File: src/rtl/work_frame_loader_pkg.sv
// Shared constants and state encoding for the work frame loader.
package work_frame_loader_pkg;

    localparam int unsigned FRAME_BYTES_DEF = 64;
    localparam int unsigned MIDSTATE_W      = 256;
    localparam int unsigned DATA2_W         = 256;
    localparam int unsigned BITS_PER_BYTE   = 10;

    typedef enum logic [1:0] {
        IDLE    = 2'd0,
        RECV    = 2'd1,
        CAPTURE = 2'd2
    } state_e;

endpackage

File: src/rtl/work_frame_loader_gap_timer.sv
// Idle-gap counter: cleared by each byte strobe, pulses expired_c on the last idle tick.
module gap_timer #(
    parameter int unsigned TICKS = 400
) (
    input  logic clk,
    input  logic reset,
    input  logic run,
    input  logic clear,
    output logic expired_c
);

    localparam int unsigned CNT_W = $clog2(TICKS + 1);

    logic [CNT_W-1:0] count;

    // A strobe on the terminal tick wins, so it masks the expiry.
    assign expired_c = run && !clear && (count == CNT_W'(TICKS - 1));

    always_ff @(posedge clk) begin
        if (reset || clear || !run || expired_c) begin
            count <= '0;
        end else begin
            count <= count + 1'b1;
        end
    end

endmodule

File: src/rtl/work_frame_loader.sv
// Frames serial RX bytes into 64-byte work units and snapshots midstate/data2 for the hashers.
// Optional gap timeout that discards stalled partial frames: define FRAME_TIMEOUT_EN.
module work_frame_loader
    import work_frame_loader_pkg::*;
#(
    parameter int unsigned CLOCK         = 100_000_000,
    parameter int unsigned BAUD          = 115_200,
    parameter int unsigned FRAME_BYTES   = FRAME_BYTES_DEF,
    parameter int unsigned TIMEOUT_BYTES = 4
) (
    input  logic                  clk,
    input  logic                  reset,
    input  logic                  rx_ready,
    input  logic [MIDSTATE_W-1:0] midstate_in,
    input  logic [DATA2_W-1:0]    data2_in,
    output logic [MIDSTATE_W-1:0] midstate,
    output logic [DATA2_W-1:0]    data2,
    output logic                  new_work,
    output logic                  loading,
    output logic                  frame_dropped
);

    localparam int unsigned BIT_TICKS     = CLOCK / BAUD;
    localparam int unsigned TIMEOUT_TICKS = TIMEOUT_BYTES * BITS_PER_BYTE * BIT_TICKS;
    localparam int unsigned CNT_W         = $clog2(FRAME_BYTES + 1);

    state_e           state;
    logic [CNT_W-1:0] byte_cnt;
    logic             timer_expired_c;

`ifdef FRAME_TIMEOUT_EN
    gap_timer #(
        .TICKS(TIMEOUT_TICKS)
    ) u_gap_timer (
        .clk      (clk),
        .reset    (reset),
        .run      (state == RECV),
        .clear    (rx_ready),
        .expired_c(timer_expired_c)
    );
`else
    // No gap timer: partial frames persist until completion or reset.
    assign timer_expired_c = 1'b0 & (TIMEOUT_TICKS != 0);
`endif

    // Byte framing FSM; loading tracks the next byte count so it drops with new_work.
    always_ff @(posedge clk) begin
        if (reset) begin
            state         <= IDLE;
            byte_cnt      <= '0;
            midstate      <= '0;
            data2         <= '0;
            new_work      <= 1'b0;
            loading       <= 1'b0;
            frame_dropped <= 1'b0;
        end else begin
            new_work      <= 1'b0;
            frame_dropped <= 1'b0;
            case (state)
                IDLE: begin
                    if (rx_ready) begin
                        byte_cnt <= CNT_W'(1);
                        loading  <= 1'b1;
                        state    <= RECV;
                    end
                end
                RECV: begin
                    if (rx_ready) begin
                        byte_cnt <= byte_cnt + 1'b1;
                        loading  <= 1'b1;
                        if (byte_cnt == CNT_W'(FRAME_BYTES - 1)) begin
                            state <= CAPTURE;
                        end
                    end else if (timer_expired_c) begin
                        byte_cnt      <= '0;
                        loading       <= 1'b0;
                        frame_dropped <= 1'b1;
                        state         <= IDLE;
                    end
                end
                CAPTURE: begin
                    midstate <= midstate_in;
                    data2    <= data2_in;
                    new_work <= 1'b1;
                    // A byte landing on the capture cycle opens the next frame.
                    if (rx_ready) begin
                        byte_cnt <= CNT_W'(1);
                        loading  <= 1'b1;
                        state    <= RECV;
                    end else begin
                        byte_cnt <= '0;
                        loading  <= 1'b0;
                        state    <= IDLE;
                    end
                end
                default: begin
                    byte_cnt <= '0;
                    loading  <= 1'b0;
                    state    <= IDLE;
                end
            endcase
        end
    end

endmodule

File: config.mk
export PLATFORM = sky130hd
export DESIGN_NAME = work_frame_loader
export DESIGN_NICKNAME = d
export VERILOG_FILES = /design/src/rtl/work_frame_loader_pkg.sv /design/src/rtl/work_frame_loader_gap_timer.sv /design/src/rtl/work_frame_loader.sv
export SDC_FILE = /design/constraint.sdc
export NUM_CORES = 1
export LEC_CHECK = 0
export CAP_MARGIN = 20
export CORE_AREA = 2 2 401 403
export CTS_BUF_LIST = sky130_fd_sc_hd__clkbuf_4
export CTS_CLUSTER_DIAMETER = 200
export DETAILED_ROUTE_END_ITERATION = 12
export DIE_AREA = 0 0 403 405
export MAX_ROUTING_LAYER = met4
export PLACE_DENSITY = 0.37
export SLEW_MARGIN = 30
export SYNTH_ARGS = -nofsm -noshare
export SYNTH_HDL_FRONTEND = slang
export SYNTH_SLANG_ARGS = --single-unit
export TNS_END_PERCENT = 50
File: constraint.sdc
create_clock -name clk -period 1.6 [get_ports clk]
set_clock_uncertainty 0.05 [all_clocks]
set_input_delay 0.32 -clock clk [delete_from_list [all_inputs] [get_ports clk]]
set_output_delay 0.32 -clock clk [all_outputs]
set_load 0.02 [all_outputs]
==> results of run 1 <==
-- through the flow --
step | std cells | TNS [ps]
6_report | 6228 | -178300
5_1_grt | 6228 | -290030
4_1_cts | 6170 | -331280
3_5_place_dp | 5312 | -206.2
3_3_place_gp | 5312 | -257.9
2_1_floorplan | 2272 | 0
-- flip-flops by register name (all words and copies together), names as in the netlist --
name      flops
midstate    256
data2       256
loading       1
byte_cnt      7
new_work      1
state         2
-- Yosys cell counts --
library cell and instances:
a21oi_1 515, and2b_1 1, nand2b_1 2, xnor2_1 1, buf_4 9, o21ai_0 3
or3_1 2, xor2_1 3, o21bai_1 1, buf_2 56, nand2_1 1027, nand3_1 1
o21a_1 1, a31oi_1 1, conb_1 1, nor3_1 2, nor2b_1 1, dfxtp_1 523
nor2_1 7, o211ai_1 1, ha_1 1, o22ai_1 1, clkbuf_1 57, o2111ai_1 2
buf_6 53
-- worst min-delay path by stage --
stage,from,endpoint,cells after the start
2_1_floorplan,midstate_in[225],midstate[225],2
3_3_place_gp,midstate[159],midstate[159],2
3_5_place_dp,midstate[114],midstate[114],2
4_1_cts,data2_in[165],data2[165],4
5_1_grt,reset,data2[53],4
6_report,midstate_in[219],midstate[219],4
-- layout make-up --
| type | instances | area (sq um) | share of cell area |
|---|---|---|---|
| Multi-Input combinational cell | 1574 | 6641 | 0.1624 |
| Clock buffer | 218 | 1637 | 0.04001 |
| Clock inverter | 43 | 282.8 | 0.006913 |
| Sequential cell | 523 | 11170 | 0.2731 |
| Antenna cell | 13 | 32.53 | 0.0007953 |
| Tap cell | 2086 | 2610 | 0.06381 |
| Timing Repair Buffer | 1771 | 18530 | 0.4530 |
-- what timing repair did --
action                                  CTS  global route
setup buffers                             7            45
setup endpoints to repair               516           557
endpoints found under the hold margin   523             0
gates resized for setup                2804           913
hold buffers                            590             0
pin swaps                                 0             0
-- cells by family after synthesis --
kind of cell / share of synthesized area
flip-flops: 0.5734
XOR/XNOR: 0.001919
adder cells (fa/ha/maj): 0.0006851
AND/OR/NAND/NOR: 0.2155
AO/OA/AOI/OAI: 0.1449
buffers and inverters: 0.06345
other: 0.0002054
-- worst min-delay path: cells and delay by family --
kind	cells	cell delay [ps]
simple gates	1	50
compound gates	1	50
buf+inv	2	950
-- routing by layer --
layer | vias to the layer above | GRT usage
met2 | 754 | 0.2154
met1 | 10130 | 0.1385
met4 | 0 | 0.04882
met5 | - | -
li1 | 10910 | -
met3 | 187 | 0.04259
-- power breakdown --
group | switching (uW) | total, uW | internal [uW]
combinational | 869 | 3030 | 2160
sequential | 6.59 | 13000 | 13000
clock | 6410 | 13100 | 6740
==> results.tsv, run 1 <==
metric	value	unit
top cell type's share of synthesized area	0.5734	
CP required	1230	ps
Die Area	163200	sq um
Slew Viols, Final	0	
CP max-delay cell	dfxtp_4	
Num CTS Buffers	165	
initial antenna violation count	11	
part of the Yosys area used for sequential elements	0.5734	
gp weighted congestion	0.8689	
Filler Cells Inserted	17380	
Clock transition at path regs	50	ps
area grow syn2layout	124.0	%
clk buf depth	3	
met2 routed WL	52.97	mm
status	finished with violations	
Worst Setup EP	midstate[252]	
Pre-Repair DR Iteration Count	5	
Antenna Nets Post-Route	0	
Crit. Startpoint	midstate[252]	
dpl hpwl	78.83	mm
kind of critical path	reg -> out	
WL per Instance	16.95	microns
synthesized instance count	2272	
crit path DAT	1670	ps
# IOs	1030	
GRT overflow	0	
Leak	0.01526	uW
Worst Setup Start Kind	register	
count of standard-cell rows	147	
final core area utilization	0.2568	
peak supply drop	0.6216	mV
Routed Wire Length	105.5	mm
Cell Pwr Density	713.0	nW/um^2
Worst path top cell family by delay	flip-flops	
GRT Total Usage	0.1277	
Synth area leader	dfxtp_1	
Setup crit end kind	output pin	
nets@finish	4551	
max_cap viols	0	
CP cell instances	buf_12	
vias in the first global route	22680	
fin crit share	1.277	
H-tree levels	4	
first-pass GRT wire length	149.5	mm
worst r2r src	state[0]	
largest net degree at the start of global routing	52	
Core Box Area	159300	sq um
minimum clock period	2044	ps
unique cell type count in the Yosys netlist	25	
commonest non-fill, non-tap cells in the layout	nand2_1, dlygate4sd3_1, a21oi_1, clkdlybuf4s50_1, buf_6	
share of cells above drive strength 1	0.3432	
HP Class	in -> reg	
Worst R2R Setup Slack	-110	ps
clock latency on the worst-skew pair	1110	ps
failing checks	negative setup slack	
RR Endpoint	midstate[22]	
Sink Count	523	
fmax	0.4893	GHz
worst reg2reg path depth	5	
Post-Syn Nets	2788	
Post-route DRC	0	
#FFs+latches synth	523	
main area contributors after synthesis	dfxtp_1, nand2_1, a21oi_1, buf_6, buf_2	
RSZ-0062 raised after global routing	yes	
CP Depth	1	
CTS Root Cell	clkbuf_4	
synth warn	0	
Post-Syn Area	18260	sq um
Port Buffers	1028	
CP max FO	2	
top routing layer used	met4	
setup violators final	515	
Max transition margin	0.5890	
Worst-Margin Slew	616.6	ps
Initial Util	0.1146	
leading cell type in the layout, fill and taps excluded	nand2_1	
DR iter-0 viols	848	
Post-DP Area	31320	sq um
Via density	3.528	
setup ws final	-443.7	ps
wire length on met1	41.75	mm
WHS	225.0	ps
DR WL met3	7.673	mm
Final Power	29160	uW
Synth Area per Inst	8.037	sq um
final hold vios	0	
CTS tree	done	
DR vias	21980	
die height	405	microns
worst stage delay on the critical path	380	ps
die width	403	microns
CP Buf/Inv Count	1	
pre-CTS setup slack	-148.6	ps
Final Cell Area	40910	sq um
Power figures use the tool's default switching activity.
==> inputs of run 2 (changes only) <==
--- a/config.mk
+++ b/config.mk
@@ -16,5 +16,6 @@
 export SLEW_MARGIN = 30
 export SYNTH_ARGS = -nofsm -noshare
 export SYNTH_HDL_FRONTEND = slang
+export SYNTH_HIERARCHICAL = 1
 export SYNTH_SLANG_ARGS = --single-unit
 export TNS_END_PERCENT = 50
==> results.tsv, run 2 <==
metric	value	unit	change
status	finished with violations		
failing checks	negative setup slack		
Initial Util	0.1146		unchanged
Post-Synth Simple-Gate Area	0.2155		unchanged
Clock transition at path regs	50	ps	about the same
synth warn	6		+6
Leak	0.01510	uW	-1.0%
Post-Syn Area	18260	sq um	unchanged
#FFs+latches synth	523		unchanged
post-synthesis async set-or-reset flop share	0		unchanged
WL per Instance	17.51	microns	+3.3%
share of cells above drive strength 1	0.3525		+0.009313
kind of critical path	reg -> out		
GR peak layer	met2		
part of the Yosys area used for sequential elements	0.5734		unchanged
CP cell instances	buf_6		
CP Buf/Inv Count	1		unchanged
fmax	0.5115	GHz	+4.5%
initial antenna violation count	32		+21
leading cell type in the layout, fill and taps excluded	nand2_1		
Synth Area in XOR/XNOR	0.001919		unchanged
peak supply drop	0.4819	mV	-22%
minimum clock period	1955	ps	-88.52 ps
DR iter-0 viols	936		+10%
Core Box Area	159300	sq um	unchanged
Global Route met1 Usage	0.1442		+0.005676
nets@finish	4504		-1.0%
Via density	3.560		+0.90%
post-synthesis mux area share	0		unchanged
Synth area leader	dfxtp_1		
most numerous cell in the Yosys netlist	nand2_1		
Max transition margin	0.6480		+0.05902
Reg area	11150	sq um	-0.21%
DR vias	22040		+0.31%
H-tree levels	4		unchanged
setup violators final	517		+0.39%
worst r2r src	state[0]		
GRT overflow	0		unchanged
Final Non-Filler Cells	6192		-0.58%
area grow syn2layout	120.8	%	
NetSw	7372	uW	+1.2%
share of power burned in registers	0.447		+0.002
largest registers	data2: 256 flops, midstate: 256 flops, byte_cnt: 7 flops		
commonest non-fill, non-tap cells in the layout	nand2_1, a21oi_1, dlygate4sd3_1, clkdlybuf4s50_1, buf_6		
Worst R2R Setup Slack	-180	ps	-70 ps
Die Area	163200	sq um	unchanged
worst stage delay on the critical path	380	ps	about the same
Synth Area per Inst	8.037	sq um	unchanged
multi-input logic area	6641	sq um	unchanged
Post-Syn Nets	2788		unchanged
Hold EP	midstate[240]		
Final Cell Area	40320	sq um	-1.4%
M2 GR Usage	0.2217		+0.006341
largest net degree at the start of global routing	56		+7.7%
hold path depth	4		unchanged
die width	403	microns	unchanged
Gate power share	0.101		-0.003
switching part of the total	0.2532		+0.003560
Pre-Repair DR Iteration Count	5		unchanged
post-synthesis adder-cell area fraction	0.0006852		unchanged
CP max FO	2		unchanged
top cell type's share of synthesized area	0.5734		unchanged
Antenna Nets Post-Route	0		unchanged
Cell Pwr Density	722.1	nW/um^2	+1.3%
RR Endpoint	midstate[243]		
Synth Area in Compound Gates	0.1449		unchanged
dpl hpwl	82.49	mm	+4.7%
HP Class	in -> reg		
synthesized instance count	2272		unchanged
Worst path top cell family by delay	flip-flops		
Clock Power Share	0.453		+0.002
clock latency on the worst-skew pair	1040	ps	-70 ps
CP max-delay cell	dfxtp_4		
CTS tree	done		
RSZ-0062 raised after global routing	yes		
die height	405	microns	unchanged
max_cap viols	0		unchanged
Slew Viols, Final	0		unchanged
main combinational cell family by area after synthesis	simple AND/OR/NAND/NOR gates		
Post-DP Area	31370	sq um	+0.14%
clk buf depth	3		unchanged
Num CTS Buffers	162		-1.8%
ys flop type	dfxtp_1		
# IOs	1030		unchanged
GRT Total Usage	0.1308		+0.003152
fin crit share	1.222		-0.05532
final hold vios	0		unchanged
HP Start	reset		
Routed Wire Length	108.4	mm	+2.7%
first-pass GRT wire length	152.6	mm	+2.1%
CP required	1230	ps	about the same
number of synthesized flops with an enable pin	0		unchanged
count of standard-cell rows	147		unchanged
vias in the first global route	22510		-0.75%
Sink Count	523		unchanged
worst reg2reg path depth	5		unchanged
main area contributors after synthesis	dfxtp_1, nand2_1, a21oi_1, buf_6, buf_2		
crit path DAT	1590	ps	-80 ps
Port Buffers	1028		unchanged
Worst-Margin Slew	528.0	ps	-88.53 ps
CTS Root Cell	clkbuf_4		
gp weighted congestion	0.7877		-9.3%
Setup crit end kind	output pin		
most frequent cells after synthesis	nand2_1, dfxtp_1, a21oi_1		
unique cell type count in the Yosys netlist	25		unchanged
Worst Setup Start Kind	register		
Post-route DRC	0		unchanged
Filler Cells Inserted	17490		+0.62%
setup ws final	-355.2	ps	+88.52 ps
DP Cell Count	5320		+0.15%
internal power	21740	uW	-0.66%
routing usage on met3	0.04338		+0.0007895
## run 2: what timing repair did
action / CTS / global route
hold buffers: 514 / 0
resized for setup: 2999 / 727
setup endpoints to repair: 517 / 534
hold endpoints to repair: 523 / 0
buffers inserted: 19 / 57
## run 2: stage by stage
stage          utilization  hold WS (ps)  worst slack (ps)  TNS, ps  total power (uW)
2_1_floorplan            -         406.0             314.9        0             13550
3_3_place_gp        0.1969         391.2            -190.7   -347.7             15140
3_5_place_dp        0.1969         395.5            -239.6   -363.9             15120
4_1_cts             0.2404         28.64            -640.2  -282340             29990
5_1_grt             0.2531         74.87            -637.1  -269680             30760
6_report            0.2531         284.4            -355.2  -137500             29110
## run 2: power by group through the flow
stage / registers [uW] / logic [uW] / clock network (uW)
2_1_floorplan: 13300 / 220 / 0
3_3_place_gp: 13300 / 1810 / 0
3_5_place_dp: 13300 / 1800 / 0
4_1_cts: 13000 / 2970 / 14000
5_1_grt: 13000 / 3100 / 14700
6_report: 13000 / 2930 / 13200
## run 2: how the worst max path moves through the flow
stage             startpoint       endpoint  cells after the start
6_report       midstate[143]  midstate[143]                      1
5_1_grt        midstate[244]  midstate[244]                      1
4_1_cts        midstate[244]  midstate[244]                      1
3_5_place_dp        state[0]  midstate[243]                      5
3_3_place_gp        state[0]  midstate[243]                      5
2_1_floorplan          reset  midstate[100]                      5
## run 2: area by class of cell
type | count | area share
clock buffer | 217 | 0.04041
antenna | 18 | 0.001117
multi-input combinational | 1574 | 0.1647
sequential | 523 | 0.2765
timing repair buffer | 1727 | 0.4455
tap | 2086 | 0.06474
clock inverter | 47 | 0.007045
## run 2: cells by family after synthesis
logic type,Yosys count
other,1
adders and majority gates,1
AOI/OAI and AO/OA,525
xor gates and xnor gates,4
and+or+nand+nor,1043
buffers and inverters,175
DFF,523
## run 2: routing by layer
metal  wire length (microns)  vias up  part of all wire
li1                        -    10840                 -
met1                   43450    10230              0.40
met5                       0        -                 0
met2                   54220      758              0.50
met3                    7709      217             0.071
met4                    3033        0             0.028
